[src/rtl/iurt_wb_initiator_if.sv]
// rtl/iurt_wb_initiator_if.sv - Wishbone bus between the IURT host-side initiator and the controller slave port
interface iurt_wb_initiator_if;
  logic        cyc_o;
  logic        stb_o;
  logic        we_o;
  logic        adr_o;
  logic [31:0] dat_o;
  logic [31:0] dat_i;
  logic        ack_i;

  modport master (
    output cyc_o, stb_o, we_o, adr_o, dat_o,
    input  dat_i, ack_i
  );

  modport slave (
    input  cyc_o, stb_o, we_o, adr_o, dat_o,
    output dat_i, ack_i
  );
endinterface

[src/rtl/iurt_wb_initiator.sv]
// rtl/iurt_wb_initiator.sv - Wishbone initiator polling the IURT controller and streaming bytes both ways
// Optional ack timeout / sticky bus_err enabled by defining IURT_WB_TIMEOUT_EN.
module iurt_wb_initiator #(
  parameter int unsigned POLL_INTERVAL = 16,
  parameter int unsigned ACK_TIMEOUT   = 255
) (
  input  logic                       clk,
  input  logic                       rst,
  input  logic                       ce,
  iurt_wb_initiator_if.master        wb,
  input  logic                       tx_valid,
  output logic                       tx_ready,
  input  logic [7:0]                 tx_data,
  output logic                       rx_valid,
  input  logic                       rx_ready,
  output logic [7:0]                 rx_data,
  output logic                       bus_err
);

  localparam int unsigned PW = (POLL_INTERVAL > 1) ? $clog2(POLL_INTERVAL) : 1;
  localparam logic [PW-1:0] POLL_LAST = PW'(POLL_INTERVAL - 1);

  typedef enum logic [2:0] {
    S_IDLE,
    S_STAT,
    S_DECIDE,
    S_WR,
    S_RD
  } state_t;

  state_t        state_q;
  logic          cyc_q;
  logic          we_q;
  logic          adr_q;
  logic [7:0]    wdat_q;
  logic [1:0]    status_q;
  logic          tx_ready_q;
  logic          rx_valid_q;
  logic [7:0]    rx_data_q;
  logic [PW-1:0] poll_q;
  logic          unused_dat_i;

`ifdef IURT_WB_TIMEOUT_EN
  localparam int unsigned TW = ($clog2(ACK_TIMEOUT + 1) > 8) ? $clog2(ACK_TIMEOUT + 1) : 8;
  localparam logic [TW-1:0] TMO_LAST = TW'(ACK_TIMEOUT - 1);
  logic [TW-1:0] tmo_q;
  logic          bus_err_q;
  assign bus_err = bus_err_q;
`else
  localparam int unsigned unused_ack_timeout = ACK_TIMEOUT;
  assign bus_err = 1'b0;
`endif

  // Only the status flags and the DATA byte/valid bits carry meaning.
  assign unused_dat_i = &{1'b0, wb.dat_i[31:9]};

  assign wb.cyc_o = cyc_q;
  assign wb.stb_o = cyc_q;
  assign wb.we_o  = we_q;
  assign wb.adr_o = adr_q;
  assign wb.dat_o = {24'h0, wdat_q};
  assign tx_ready = tx_ready_q;
  assign rx_valid = rx_valid_q;
  assign rx_data  = rx_data_q;

  always_ff @(posedge clk) begin
    if (rst) begin
      state_q    <= S_IDLE;
      cyc_q      <= 1'b0;
      we_q       <= 1'b0;
      adr_q      <= 1'b0;
      wdat_q     <= 8'h00;
      status_q   <= 2'b00;
      tx_ready_q <= 1'b0;
      rx_valid_q <= 1'b0;
      rx_data_q  <= 8'h00;
      poll_q     <= '0;
`ifdef IURT_WB_TIMEOUT_EN
      tmo_q      <= '0;
      bus_err_q  <= 1'b0;
`endif
    end else if (ce) begin
      tx_ready_q <= 1'b0;
      if (rx_valid_q && rx_ready) begin
        rx_valid_q <= 1'b0;
      end
      case (state_q)
        S_IDLE: begin
          if (tx_valid || poll_q == POLL_LAST) begin
            poll_q  <= '0;
            state_q <= S_STAT;
            cyc_q   <= 1'b1;
            we_q    <= 1'b0;
            adr_q   <= 1'b1;
          end else begin
            poll_q <= poll_q + 1'b1;
          end
        end
        S_STAT: begin
          if (wb.ack_i) begin
            cyc_q    <= 1'b0;
            status_q <= wb.dat_i[1:0];
            state_q  <= S_DECIDE;
          end
        end
        S_DECIDE: begin
          // Draining rx wins over tx so the controller's receive side never backs up.
          if (status_q[1] && !rx_valid_q) begin
            state_q <= S_RD;
            cyc_q   <= 1'b1;
            we_q    <= 1'b0;
            adr_q   <= 1'b0;
          end else if (status_q[0] && tx_valid) begin
            state_q <= S_WR;
            cyc_q   <= 1'b1;
            we_q    <= 1'b1;
            adr_q   <= 1'b0;
            wdat_q  <= tx_data;
          end else begin
            state_q <= S_IDLE;
          end
        end
        S_WR: begin
          if (wb.ack_i) begin
            cyc_q      <= 1'b0;
            we_q       <= 1'b0;
            tx_ready_q <= 1'b1;
            state_q    <= S_IDLE;
          end
        end
        S_RD: begin
          if (wb.ack_i) begin
            cyc_q   <= 1'b0;
            state_q <= S_IDLE;
            if (wb.dat_i[8]) begin
              rx_data_q  <= wb.dat_i[7:0];
              rx_valid_q <= 1'b1;
            end
          end
        end
        default: begin
          state_q <= S_IDLE;
          cyc_q   <= 1'b0;
        end
      endcase
`ifdef IURT_WB_TIMEOUT_EN
      // Overrides the case above: an unanswered cycle is abandoned without host side effects.
      if (cyc_q && !wb.ack_i) begin
        if (tmo_q == TMO_LAST) begin
          tmo_q     <= '0;
          cyc_q     <= 1'b0;
          we_q      <= 1'b0;
          bus_err_q <= 1'b1;
          state_q   <= S_IDLE;
        end else begin
          tmo_q <= tmo_q + 1'b1;
        end
      end else begin
        tmo_q <= '0;
      end
`endif
    end
  end

endmodule

[src/flat_wrapper.sv]
// flat-port wrapper written by rule: the top's interface ports become plain ports
module iurt_wb_initiator_flat 
#(
  parameter int unsigned POLL_INTERVAL = 16,
  parameter int unsigned ACK_TIMEOUT   = 255
)
  (clk, rst, ce, tx_valid, tx_ready, tx_data, rx_valid, rx_ready, rx_data, bus_err, wb_cyc_o, wb_stb_o, wb_we_o, wb_adr_o, wb_dat_o, wb_dat_i, wb_ack_i);
  iurt_wb_initiator_if wb_i ();
  input  logic clk;
  input  logic rst;
  input  logic ce;
  input  logic tx_valid;
  output logic tx_ready;
  input  logic [7:0] tx_data;
  output logic rx_valid;
  input  logic rx_ready;
  output logic [7:0] rx_data;
  output logic bus_err;
  output wire logic [$bits(wb_i.cyc_o)-1:0] wb_cyc_o;
  output wire logic [$bits(wb_i.stb_o)-1:0] wb_stb_o;
  output wire logic [$bits(wb_i.we_o)-1:0] wb_we_o;
  output wire logic [$bits(wb_i.adr_o)-1:0] wb_adr_o;
  output wire logic [$bits(wb_i.dat_o)-1:0] wb_dat_o;
  input wire logic [$bits(wb_i.dat_i)-1:0] wb_dat_i;
  input wire logic [$bits(wb_i.ack_i)-1:0] wb_ack_i;
  assign wb_cyc_o = wb_i.cyc_o;
  assign wb_stb_o = wb_i.stb_o;
  assign wb_we_o = wb_i.we_o;
  assign wb_adr_o = wb_i.adr_o;
  assign wb_dat_o = wb_i.dat_o;
  assign wb_i.dat_i = wb_dat_i;
  assign wb_i.ack_i = wb_ack_i;
  iurt_wb_initiator #(.POLL_INTERVAL(POLL_INTERVAL), .ACK_TIMEOUT(ACK_TIMEOUT)) u_core (.clk(clk), .rst(rst), .ce(ce), .wb(wb_i), .tx_valid(tx_valid), .tx_ready(tx_ready), .tx_data(tx_data), .rx_valid(rx_valid), .rx_ready(rx_ready), .rx_data(rx_data), .bus_err(bus_err));
endmodule
[config.mk]
export PLATFORM = sky130hd
export DESIGN_NAME = iurt_wb_initiator_flat
export DESIGN_NICKNAME = d
export VERILOG_FILES = /design/src/rtl/iurt_wb_initiator_if.sv /design/src/rtl/iurt_wb_initiator.sv /design/src/flat_wrapper.sv
export SDC_FILE = /design/constraint.sdc
export NUM_CORES = 1
export LEC_CHECK = 0
export ABC_AREA = 1
export CAP_MARGIN = 20
export CORE_MARGIN = 5
export CORE_UTILIZATION = 37
export CTS_CLUSTER_DIAMETER = 60
export CTS_CLUSTER_SIZE = 30
export DETAILED_ROUTE_END_ITERATION = 12
export PLACE_DENSITY = 0.81
export SLEW_MARGIN = 40
export SYNTH_ARGS = -nofsm -noshare
export SYNTH_HDL_FRONTEND = slang
export SYNTH_SLANG_ARGS = --single-unit
[constraint.sdc]
create_clock -name clk -period 1.84 [get_ports clk]
set_input_delay 0.184 -clock clk [delete_from_list [all_inputs] [get_ports clk]]
set_output_delay 0.184 -clock clk [all_outputs]
set_load 0.1 [all_outputs]
==> results of run 1 <==
-- per-layer routing --
layer | track usage (%) | up-vias
met2 | 20.28 | 45
met3 | 4.514 | 6
met1 | 15.39 | 577
li1 | - | 708
met4 | 7.243 | 0
met5 | 0 | -
-- final timing paths --
check,endpoint,slack [ns],depth (start not counted)
setup reg to reg,u_core.state_q[2]$_SDFFE_PP0P_,0.30,10
hold / removal,u_core.tx_ready$_SDFFE_PP0P_,0.48,2
hold reg to reg,u_core.tx_ready$_SDFFE_PP0P_,0.48,2
setup / recovery,u_core.state_q[2]$_SDFFE_PP0P_,0.30,10
-- registers in the layout (all words and copies together) (netlist names) --
name / cells
u_core.rx_data: 8
u_core.wdat_q: 8
u_core.poll_q: 4
u_core.state_q: 3
u_core.status_q: 2
u_core.rx_valid: 1
u_core.tx_ready: 1
u_core.wb.adr_o: 1
u_core.wb.cyc_o: 1
u_core.wb.we_o: 1
-- power breakdown --
part	internal, W	total [W]	switching, W
logic	0.000126	0.000611	0.000485
registers	0.000678	0.000706	0.0000278
clock network	0.000300	0.000552	0.000252
-- critical path, cell delays in order, from the launching register on --
cell and delay (ns):
sky130_fd_sc_hd__dfxtp_1 0.38, sky130_fd_sc_hd__ha_1 0.21, sky130_fd_sc_hd__nand3_1 0.10, sky130_fd_sc_hd__nand2_1 0.14, sky130_fd_sc_hd__inv_1 0.09, sky130_fd_sc_hd__nand2_1 0.06
sky130_fd_sc_hd__nand2_1 0.10, sky130_fd_sc_hd__nor2_4 0.17, sky130_fd_sc_hd__nand2_1 0.07, sky130_fd_sc_hd__nand2_1 0.06, sky130_fd_sc_hd__nor2_1 0.05
-- per-stage QoR --
| step | hold WS (ns) | cells | area [sq um] | setup slack, ns | total power, W |
|---|---|---|---|---|---|
| floorplan | 0.2531 | 236 | 1589 | 0.09273 | 0.001267 |
| global route | 0.4818 | 312 | 1944 | 0.1480 | 0.001970 |
| finish | 0.4813 | 312 | 1944 | 0.2956 | 0.001870 |
| global placement | 0.4546 | 304 | 1849 | 0.2632 | 0.001327 |
| CTS | 0.4781 | 312 | 1944 | 0.3135 | 0.001887 |
| detailed placement | 0.4688 | 304 | 1849 | 0.2616 | 0.001331 |
-- kinds of logic (layout without fill, tap and decap cells) --
| logic type | after synthesis | in the layout |
|---|---|---|
| AO/OA/AOI/OAI | 27 | 27 |
| other | 1 | 25 |
| XOR/XNOR | 2 | 2 |
| flip-flops | 30 | 30 |
| AND/OR/NAND/NOR | 105 | 105 |
| adder cells (fa/ha/maj) | 1 | 1 |
| buffers and inverters | 46 | 72 |
-- placed cells by master (no fill, tap or decap), drive strengths merged, types with 5 or more instances in the layout --
cell type	netlist	layout
a21oi	5	5
o21ai	19	19
nand2	31	31
nor2	64	64
inv	16	16
dfxtp	30	30
conb	1	25
buf	27	25
nand3	7	7
clkdlybuf4s50	0	22
clkbuf	2	6
-- area by class of cell --
class | count | area, sq um | area share (%)
multi-input combinational | 160 | 713.2 | 36.68
sequential | 30 | 600.6 | 30.89
timing repair buffer | 47 | 407.9 | 20.98
clock buffer | 6 | 82.58 | 4.247
inverter | 17 | 65.06 | 3.346
tap | 50 | 62.56 | 3.218
clock inverter | 2 | 12.51 | 0.6435
-- synthesized netlist by cell type --
master / instances
sky130_fd_sc_hd__nor2_1: 60
sky130_fd_sc_hd__dfxtp_1: 30
sky130_fd_sc_hd__nand2_1: 28
sky130_fd_sc_hd__buf_4: 27
sky130_fd_sc_hd__o21ai_0: 19
sky130_fd_sc_hd__inv_1: 14
sky130_fd_sc_hd__nand3_1: 7
sky130_fd_sc_hd__a21oi_1: 5
sky130_fd_sc_hd__nand2_2: 3
sky130_fd_sc_hd__clkbuf_1: 2
sky130_fd_sc_hd__inv_2: 2
sky130_fd_sc_hd__nor2_2: 2
sky130_fd_sc_hd__nor2_4: 2
sky130_fd_sc_hd__o21bai_1: 2
sky130_fd_sc_hd__a22oi_1: 1
sky130_fd_sc_hd__clkinv_2: 1
sky130_fd_sc_hd__conb_1: 1
sky130_fd_sc_hd__ha_1: 1
sky130_fd_sc_hd__nand4_1: 1
sky130_fd_sc_hd__nor3_1: 1
sky130_fd_sc_hd__nor3_4: 1
sky130_fd_sc_hd__xnor2_1: 1
sky130_fd_sc_hd__xor2_1: 1
==> qor.log, run 1 <==
INFO  synthesis      cell_area_synth=1499squm
INFO  drt            routed_met2_length=1.467mm
INFO  sta            max_clock_freq=647.5MHz
INFO  grt            grt_overflow=0
INFO  sta            period_minus_slack=1.544ns
INFO  grt            first_global_vias=1193
INFO  drt            drt_first_iter_violations=58
INFO  cts            clock-root-buffer=sky130_fd_sc_hd__clkbuf_8
INFO  cts            post_cts.repair.setup_buffers=0
INFO  synthesis      synth_top_family_by_area=simple AND/OR/NAND/NOR gates
INFO  cts            clock-sinks=30
INFO  grt            grt_first_pass_wirelength=5.402mm
INFO  cts            clk-insertion-delay-late=0.29ns
INFO  floorplan      floorplan.initialDensity=37.74%
INFO  drt            postRouteAntennaNets=0
INFO  synthesis      synth.yosys.warnings=0
INFO  grt            grt_max_degree=26
INFO  sta            max_slew_headroom=56.83%
INFO  synthesis      synth-compound-area-share=9.516%
INFO  synthesis      post_synth_inst_count=212
INFO  setup_path     regToRegStartpoint=u_core.poll_q[0]$_SDFFE_PP0P_
INFO  place          gp_routability_congestion=0.9179
INFO  grt            antenna_violations_before_repair=0
INFO  setup_path     timing_worst_setup_path_type=flip-flop to flip-flop
INFO  final_layout   nets=308
INFO  final_layout   fin_util=48.96%
INFO  pwr            power.static_leakage=0.9310nW
INFO  place          detailed_place_hpwl=2.465mm
INFO  final_layout   number_of_antenna_cells_inserted=0
INFO  setup_path     critical_path.max_fanout=6
INFO  setup_path     critical_path_arrival=1.72ns
INFO  final_layout   fraction_of_layout_instances_using_a_drive_strength_above_1=16.79%
INFO  synthesis      synth_simple_gate_area_share=29.80%
INFO  pwr            pd_cells=961.6nW/um^2
INFO  sta            setup_tns=0ns
INFO  floorplan      core=3971squm
INFO  synthesis      synthDominantAreaCellType=sky130_fd_sc_hd__dfxtp_1
INFO  drt            routed_wire_length_per_instance=10.28um
INFO  synthesis      synth_sequential_area_ratio=40.07%
INFO  floorplan      die_area=5424squm
INFO  hold_path      hold_path.class=flip-flop to flip-flop
INFO  floorplan      row_count=23
INFO  hold_path      hold_path.startpoint=u_core.tx_ready$_SDFFE_PP0P_
INFO  floorplan      design.portCount=93
INFO  drt            top_layer_used=met4
INFO  synthesis      synthMuxAreaShare=0%
INFO  final_layout   area_delta_synth_final=29.72%
INFO  synthesis      syn_avg_cell_area=7.070squm
INFO  sta            setup-violations-final=0
INFO  sta            timing_max_transition_violations_final=0
INFO  drt            detailroute.via_count=1336
INFO  synthesis      synth.top_cells.by_area=sky130_fd_sc_hd__dfxtp_1 (40%), sky130_fd_sc_hd__nor2_1 (15%), sky130_fd_sc_hd__buf_4 (14%)
INFO  cts            cts_tree=yes
INFO  floorplan      fp.dieH=73.65um
INFO  cts            max-clock-path-buffers=2
INFO  sta            post-route-period-util=83.94%
INFO  setup_path     crit_path_start_kind=flip-flop
INFO  synthesis      synth.distinct_cells=23
INFO  grt            grt_usage=12.98%
INFO  setup_path     worst_setup_path_end_kind=flip-flop
INFO  floorplan      chipWidth=73.65um
INFO  cts            tritoncts.num_buffers=5
INFO  sta            rsz_0062_raised_after_global_routing=false
INFO  drt            met3WireLength=313um
INFO  setup_path     cp_data_required_time=2.02ns
INFO  cts            ctsResizeCount=0
INFO  sta            final-hold-violation-count=0
INFO  drt            drt-pass1-iter-count=4
INFO  place          numPortBuffers=44
INFO  setup_path     critical_path.startpoint=u_core.poll_q[0]$_SDFFE_PP0P_
INFO  cts            clk_pin_slew_worst_paths=0.07ns
INFO  synthesis      yosys.area_share.adder=0.8347%
INFO  pwr            max-vdd-ir-drop=0.0004659V
INFO  drt            routed_wirelength=3.206mm
INFO  drt            drc=0
INFO  drt            drt-met1-wl=1.349mm
INFO  sta            slew_at_the_pin_closest_to_its_max_slew_limit=0.6468ns
INFO  synthesis      synthXorXnorAreaFrac=1.169%
INFO  sta            final.setup_skew=0.007431ns
INFO  cts            h-tree-depth=2
INFO  drt            vias_per_cell=4.282
INFO  synthesis      synth-seq-cells=30
INFO  flow_run       drv.max_cap_violation_count=0
INFO  final_layout   num-fill-cells=405
INFO  synthesis      synthDominantCellAreaShare=40.07%
INFO  cts            post_cts_hold_buffer_count=0
INFO  run_status     outcome=finished, final reports clean
Note: power is estimated with default switching activity, not from simulation.
==> inputs of run 2 (changes only) <==
clock period = 1.48 ns   (was 1.84 ns; I/O delays follow)
==> run 2 against run 1 <==
Against the previous run: non-clock buffer count up 8; design area grew 18%; clock-buffer cell count shrank 1; critical path type unchanged; largest cell class unchanged; largest power group unchanged.
==> qor.log, run 2 (synthesis gave the netlist of run 1 again) <==
INFO  cts            clk_pin_slew_worst_paths=0.06ns [about the same]
INFO  drt            routed_wire_length_per_instance=11.22um [+9.2%]
INFO  cts            clock-sinks=30 [unchanged]
INFO  setup_path     reg2reg_depth=10 [unchanged]
INFO  setup_path     largest_stage_delay_on_the_critical_path=0.37ns [about the same]
INFO  cts            max-clock-path-buffers=2 [unchanged]
INFO  sta            max_clock_freq=717.1MHz [+11%]
INFO  drt            routed_wirelength=3.579mm [+12%]
INFO  place          gp_routability_congestion=0.8195 [-11%]
INFO  grt            first_global_vias=1283 [+7.5%]
INFO  drt            drt-pass1-iter-count=4 [unchanged]
INFO  final_layout   layout_common_cells=sky130_fd_sc_hd__nor2_1 (59), sky130_fd_sc_hd__nand2_1 (26), sky130_fd_sc_hd__conb_1 (25), sky130_fd_sc_hd__dfxtp_1 (25)
INFO  setup_path     worst_r2r_endpoint=u_core.state_q[1]$_SDFFE_PP0P_
INFO  drt            postRouteAntennaNets=0 [unchanged]
INFO  setup_path     critical_path_arrival=1.57ns [-0.15 ns]
INFO  sta            setup-violations-final=0 [unchanged]
INFO  cts            tritoncts.num_buffers=5 [unchanged]
INFO  cts            cts_tree=yes
INFO  sta            period_minus_slack=1.395ns [-0.1499 ns]
INFO  pwr            max-vdd-ir-drop=0.0005910V [+27%]
INFO  final_layout   multi_input_comb_area=743.2squm [+4.2%]
INFO  cts            clk-insertion-delay-late=0.28ns [about the same]
INFO  grt            grt_max_degree=26 [unchanged]
INFO  drt            vias_per_cell=4.401 [+2.8%]
INFO  grt            grt_first_pass_wirelength=5.664mm [+4.9%]
INFO  setup_path     cp_common_cell=sky130_fd_sc_hd__nand2_1
INFO  place          numPortBuffers=44 [unchanged]
INFO  grt            grt_usage=13.90% [+0.93 points]
INFO  setup_path     crit_path_start_kind=flip-flop
INFO  floorplan      die_area=5424squm [unchanged]
INFO  hold_path      hold_path.startpoint=wb_dat_i[4]
INFO  pwr            power.static_leakage=1.038nW [+12%]
INFO  cts            clock-root-buffer=sky130_fd_sc_hd__clkbuf_8
INFO  drt            drc=0 [unchanged]
INFO  floorplan      floorplan.initialDensity=37.74% [unchanged]
INFO  setup_path     rrSetupSlack=0.09ns [-0.21 ns]
INFO  run_status     outcome=finished, final reports clean
INFO  setup_path     cp_data_required_time=1.65ns [-0.37 ns]
INFO  final_layout   number_of_antenna_cells_inserted=0 [unchanged]
INFO  pwr            pd_cells=1025nW/um^2 [+6.6%]
INFO  final_layout   nets=316 [+2.6%]
INFO  setup_path     path_delay_family=simple AND/OR/NAND/NOR gates
INFO  floorplan      design.portCount=93 [unchanged]
INFO  sta            post-route-period-util=94.23% [+10 points]
INFO  final_layout   num-fill-cells=382 [-5.7%]
INFO  sta            final-hold-violation-count=0 [unchanged]
INFO  sta            slew_at_the_pin_closest_to_its_max_slew_limit=0.6584ns [+0.01156 ns]
INFO  sta            timing_max_transition_violations_final=0 [unchanged]
INFO  drt            drt_first_iter_violations=38 [-34%]
INFO  floorplan      chipWidth=73.65um [unchanged]
INFO  hold_path      worstHoldEndpoint=u_core.rx_data[4]$_SDFFE_PP0P_
INFO  floorplan      row_count=23 [unchanged]
INFO  sta            setup_tns=0ns [unchanged]
INFO  sta            max_slew_headroom=56.06% [-0.77 points]
INFO  floorplan      core=3971squm [unchanged]
INFO  setup_path     timing_worst_setup_path_type=flip-flop to flip-flop
INFO  hold_path      worstHoldPathCells=3 [+1]
INFO  hold_path      hold_path.class=input port to flip-flop
INFO  final_layout   layout.cells.most_common=sky130_fd_sc_hd__nor2_1
INFO  grt            antenna_violations_before_repair=0 [unchanged]
INFO  place          detailed_place_hpwl=2.711mm [+10%]
INFO  setup_path     worst_setup_path_end_kind=flip-flop
INFO  final_layout   fin_util=57.97% [+9.0 points]
INFO  final_layout   area_delta_synth_final=53.59%
INFO  final_layout   fraction_of_layout_instances_using_a_drive_strength_above_1=22.30% [+5.5 points]
INFO  setup_path     critical_path.max_fanout=6 [unchanged]
INFO  setup_path     cp_num_buf_inv=1 [unchanged]
INFO  drt            detailroute.via_count=1404 [+5.1%]
INFO  setup_path     regToRegStartpoint=u_core.poll_q[1]$_SDFFE_PP0P_
INFO  final_layout   layout.area.seq=609.3squm [+1.5%]
INFO  setup_path     crit_slowest_cell=sky130_fd_sc_hd__dfxtp_2
INFO  sta            final.setup_skew=0.004129ns [-0.003302 ns]
INFO  floorplan      fp.dieH=73.65um [unchanged]
INFO  flow_run       drv.max_cap_violation_count=0 [unchanged]
INFO  grt            grt_overflow=0 [unchanged]
INFO  setup_path     cp_cell_sequence=ha_4 -> nand3_1 -> nand2_2 -> inv_1 -> nand2_1 -> nand2_2 -> nor2_4 -> nand2_1 -> nand2_1 -> nor2_1
INFO  cts            h-tree-depth=2 [unchanged]
==> run 2: cell types whose count changed in the layout (fill, tap and decap cells not counted), sizes merged <==
cell and change:
buf +8, clkbuf -1, clkinv +1, clkinvlp -1
==> run 2: final cells by class <==
| class | instances | area share (%) |
|---|---|---|
| repair buffers | 55 | 32.28 |
| flip-flops and latches | 30 | 26.47 |
| inverters | 17 | 2.826 |
| clock buffers | 5 | 2.989 |
| multi-input cells | 160 | 32.28 |
| well taps | 50 | 2.717 |
| clock inverters | 2 | 0.4348 |
==> run 2: per-layer routing <==
layer / part of all wire [%] / global-route usage [%] / vias up / routed length, um
met3: 8.2 / 6.703 / 4 / 293
met5: 0 / 0 / - / 0
met4: 0.98 / 5.835 / 0 / 35
li1: - / - / 724 / -
met1: 37 / 13.55 / 633 / 1325
met2: 54 / 24.80 / 43 / 1924
==> run 2: worst max-delay path by stage <==
stage	cells past startpoint	startpoint	endpoint	slack, ns
final	10	u_core.poll_q[1]$_SDFFE_PP0P_	u_core.state_q[1]$_SDFFE_PP0P_	0.09
after global routing	10	u_core.poll_q[1]$_SDFFE_PP0P_	u_core.state_q[1]$_SDFFE_PP0P_	-0.02
after CTS	10	u_core.poll_q[0]$_SDFFE_PP0P_	u_core.state_q[2]$_SDFFE_PP0P_	0.007
after detailed placement	4	rst	u_core.rx_data[6]$_SDFFE_PP0P_	-0.03
after global placement	4	rst	u_core.rx_data[4]$_SDFFE_PP0P_	0.009
after floorplan	8	u_core.rx_valid$_SDFFE_PP0P_	u_core.wdat_q[0]$_SDFFE_PP0P_	0.06
==> run 2: worst reg2reg max path, cell delays in order (launching register included) <==
cell	delay [ns]
sky130_fd_sc_hd__dfxtp_2	0.37
sky130_fd_sc_hd__ha_4	0.14
sky130_fd_sc_hd__nand3_1	0.10
sky130_fd_sc_hd__nand2_2	0.11
sky130_fd_sc_hd__inv_1	0.06
sky130_fd_sc_hd__nand2_1	0.07
sky130_fd_sc_hd__nand2_2	0.08
sky130_fd_sc_hd__nor2_4	0.18
sky130_fd_sc_hd__nand2_1	0.08
sky130_fd_sc_hd__nand2_1	0.06
sky130_fd_sc_hd__nor2_1	0.05
==> run 2: report_power, final <==
| group | internal, W | leakage (nW) | switching, W |
|---|---|---|---|
| clock network | 0.000315 | 0.0438 | 0.000303 |
| registers | 0.000846 | 0.245 | 0.0000430 |
| logic | 0.000231 | 0.749 | 0.000623 |
==> run 2: through the flow <==
| stage | instance area (sq um) | cells | hold slack, ns | power (W) | setup WS (ns) |
|---|---|---|---|---|---|
| final | 2302 | 319 | 0.4508 | 0.002361 | 0.08545 |
| after global routing | 2302 | 319 | 0.4556 | 0.002473 | -0.02234 |
| after CTS | 2251 | 317 | 0.4377 | 0.002367 | 0.006688 |
| after detailed placement | 2172 | 310 | 0.4841 | 0.001740 | -0.03060 |
| after global placement | 2172 | 310 | 0.4804 | 0.001730 | 0.008878 |
| after floorplan | 1592 | 236 | 0.2097 | 0.001577 | 0.05593 |
==> run 2: timing repair <==
item | 4_1_cts | 5_1_grt
hold buffers | 0 | 0
endpoints found under the setup margin | 0 | 13
buffers inserted | 0 | 2
gates resized for setup | 0 | 11
==> RTL edit (flow settings as in run 1) <==
Make the reset (`rst`) asynchronous in one clocked block.
--- a/src/rtl/iurt_wb_initiator.sv
+++ b/src/rtl/iurt_wb_initiator.sv
@@ -63,7 +63,7 @@
   assign rx_valid = rx_valid_q;
   assign rx_data  = rx_data_q;
 
-  always_ff @(posedge clk) begin
+  always_ff @(posedge clk or posedge rst) begin
     if (rst) begin
       state_q    <= S_IDLE;
       cyc_q      <= 1'b0;
Check against the original RTL: differs if rst is asserted again (counterexample within 4 cycles, from zero or initial values and one cycle with rst high); with rst held inactive, the same outputs for 10 cycles.
==> RTL edit against run 1 <==
Hold slack worse by 0.21 ns; die area is 8.3% higher; critical path depth is 4 lower; final area is 7.0% higher; sequential cell count stayed put; wire length is 5.1% higher; area after synthesis is 9.7% higher; setup slack better by 0.12 ns; critical endpoint is now u_core.wdat_q[3]$_DFFE_PP0P_.
Power is not compared: it rests on default switching activity, and its combinational part moved more than twofold at a synthesized area within 25%.
==> RTL edit: results (changes against run 1) <==
Global routing
  • First-pass GRT wire length: 5530 um (+2.3%)
  • Gr usage total: 0.115 (-0.0144)
  • Pin count of the biggest net entering global routing: 31 (+19%)
  • Vias in the first global route: 1,270 (+6.5%)
  • Met2 Resource Use GR: 0.194 (-0.00921)
  • Met3 usage: 0.0422 (-0.00299)

Route
  • DRT iter0 DRCs: 44 (-24%)
  • DR vias/cell: 4.31 (+0.54%)
  • Wirelength per Cell: 11.3 um (+10%)

Place
  • Pre-CTS setup slack: 0.231 ns (-0.0303 ns)
  • DP HPWL: 2660 um (+7.9%)

Layout
  • Share of layout cells above drive strength 1: 0.224 (+0.0556)
  • Fillers: 423 (+4.4%)
  • NumNets Final: 292 (-5.2%)

Yosys
  • Post-synth ARST share: 1.00 (+1.00)
  • Synth Area in Compound Gates: 0.0647 (-0.0305)
  • Synth cell types: 29 (+26%)
  • Synth area leaders: dfrtp_1, nand2_1, buf_4
  • Post-synthesis xor/xnor area fraction: 0.00533 (-0.00636)
  • Mux cell area share after synthesis: 0.00609 (+0.00609)
  • Post-synth top cells: nand2_1, dfrtp_1, buf_4
  • Synth Area in Adders: 0.00761 (-0.000737)
  • Register area share after synthesis: 0.457 (+0.0560)

Run status
  • Status: complete, no violations

Worst setup path
  • Reg-to-Reg End: u_core.wdat_q[3]$_DFFE_PP0P_
  • Slowest Stage Delay on Critical Path: 0.47 ns (+0.09 ns)
  • Reg2Reg Depth: 6 (-4)
  • FF-to-FF setup slack: 0.42 ns (+0.12 ns)
  • RR Startpoint: u_core.state_q[2]$_DFFE_PP0P_
  • Worst EP arrival: 1.60 ns (-0.12 ns)
  • Max stage delay cell, worst path: dfrtp_1
  • CP Max Fanout: 9 (+3)

Power and ir drop
  • Register share of total power: 0.263

Hold path
  • Hold Path Class: primary input to asynchronous set/reset pin
## RTL edit: changes by cell type in the layout (fill, tap and decap cells not counted), moves of 2 or more
cell | run 1 | this run
nor2_1 | 60 | 8
nand2_1 | 28 | 68
dfrtp_1 | 0 | 30
dfxtp_1 | 30 | 0
o21ai_0 | 19 | 2
o21ai_2 | 0 | 8
a21oi_1 | 5 | 0
inv_1 | 14 | 18
buf_4 | 25 | 23
inv_2 | 2 | 4
## RTL edit: worst min-delay path, cell delays in order
cell and delay (ns):
clkdlybuf4s50_1 0.39, inv_1 0.05, buf_4 0.34
## RTL edit: per-stage QoR
stage	cells	instance area [sq um]	hold WS, ns
after floorplan	220	1730	0.275
after global placement	290	1990	0.457
after detailed placement	290	1990	0.461
after CTS	298	2080	0.274
after global routing	298	2080	0.336
final	298	2080	0.269
## RTL edit: layer usage
layer	routed length, um	share of wire
met5	0	0
met4	57	0.017
met3	338	0.10
met2	1670	0.50
met1	1300	0.39
## RTL edit: how the worst min path moves through the flow
| stage | to | slack (ns) | depth (start not counted) |
|---|---|---|---|
| final | u_core.rx_data[2]$_DFFE_PP0P_ | 0.27 | 3 |
| after detailed placement | u_core.wb.we_o$_DFFE_PP0P_ | 0.46 | 2 |
| after global routing | u_core.rx_data[2]$_DFFE_PP0P_ | 0.34 | 3 |
| after CTS | u_core.rx_data[2]$_DFFE_PP0P_ | 0.27 | 3 |
| after global placement | u_core.wdat_q[6]$_DFFE_PP0P_ | 0.46 | 2 |
| after floorplan | u_core.poll_q[0]$_DFFE_PP0P_ | 0.27 | 1 |
## RTL edit: final cells by class
class,instances,area share
clock buffers,6,0.0397
well taps,52,0.0313
flip-flops and latches,30,0.361
clock inverters,2,0.00601
inverters,23,0.0427
multi-input cells,140,0.331
repair buffers,45,0.189
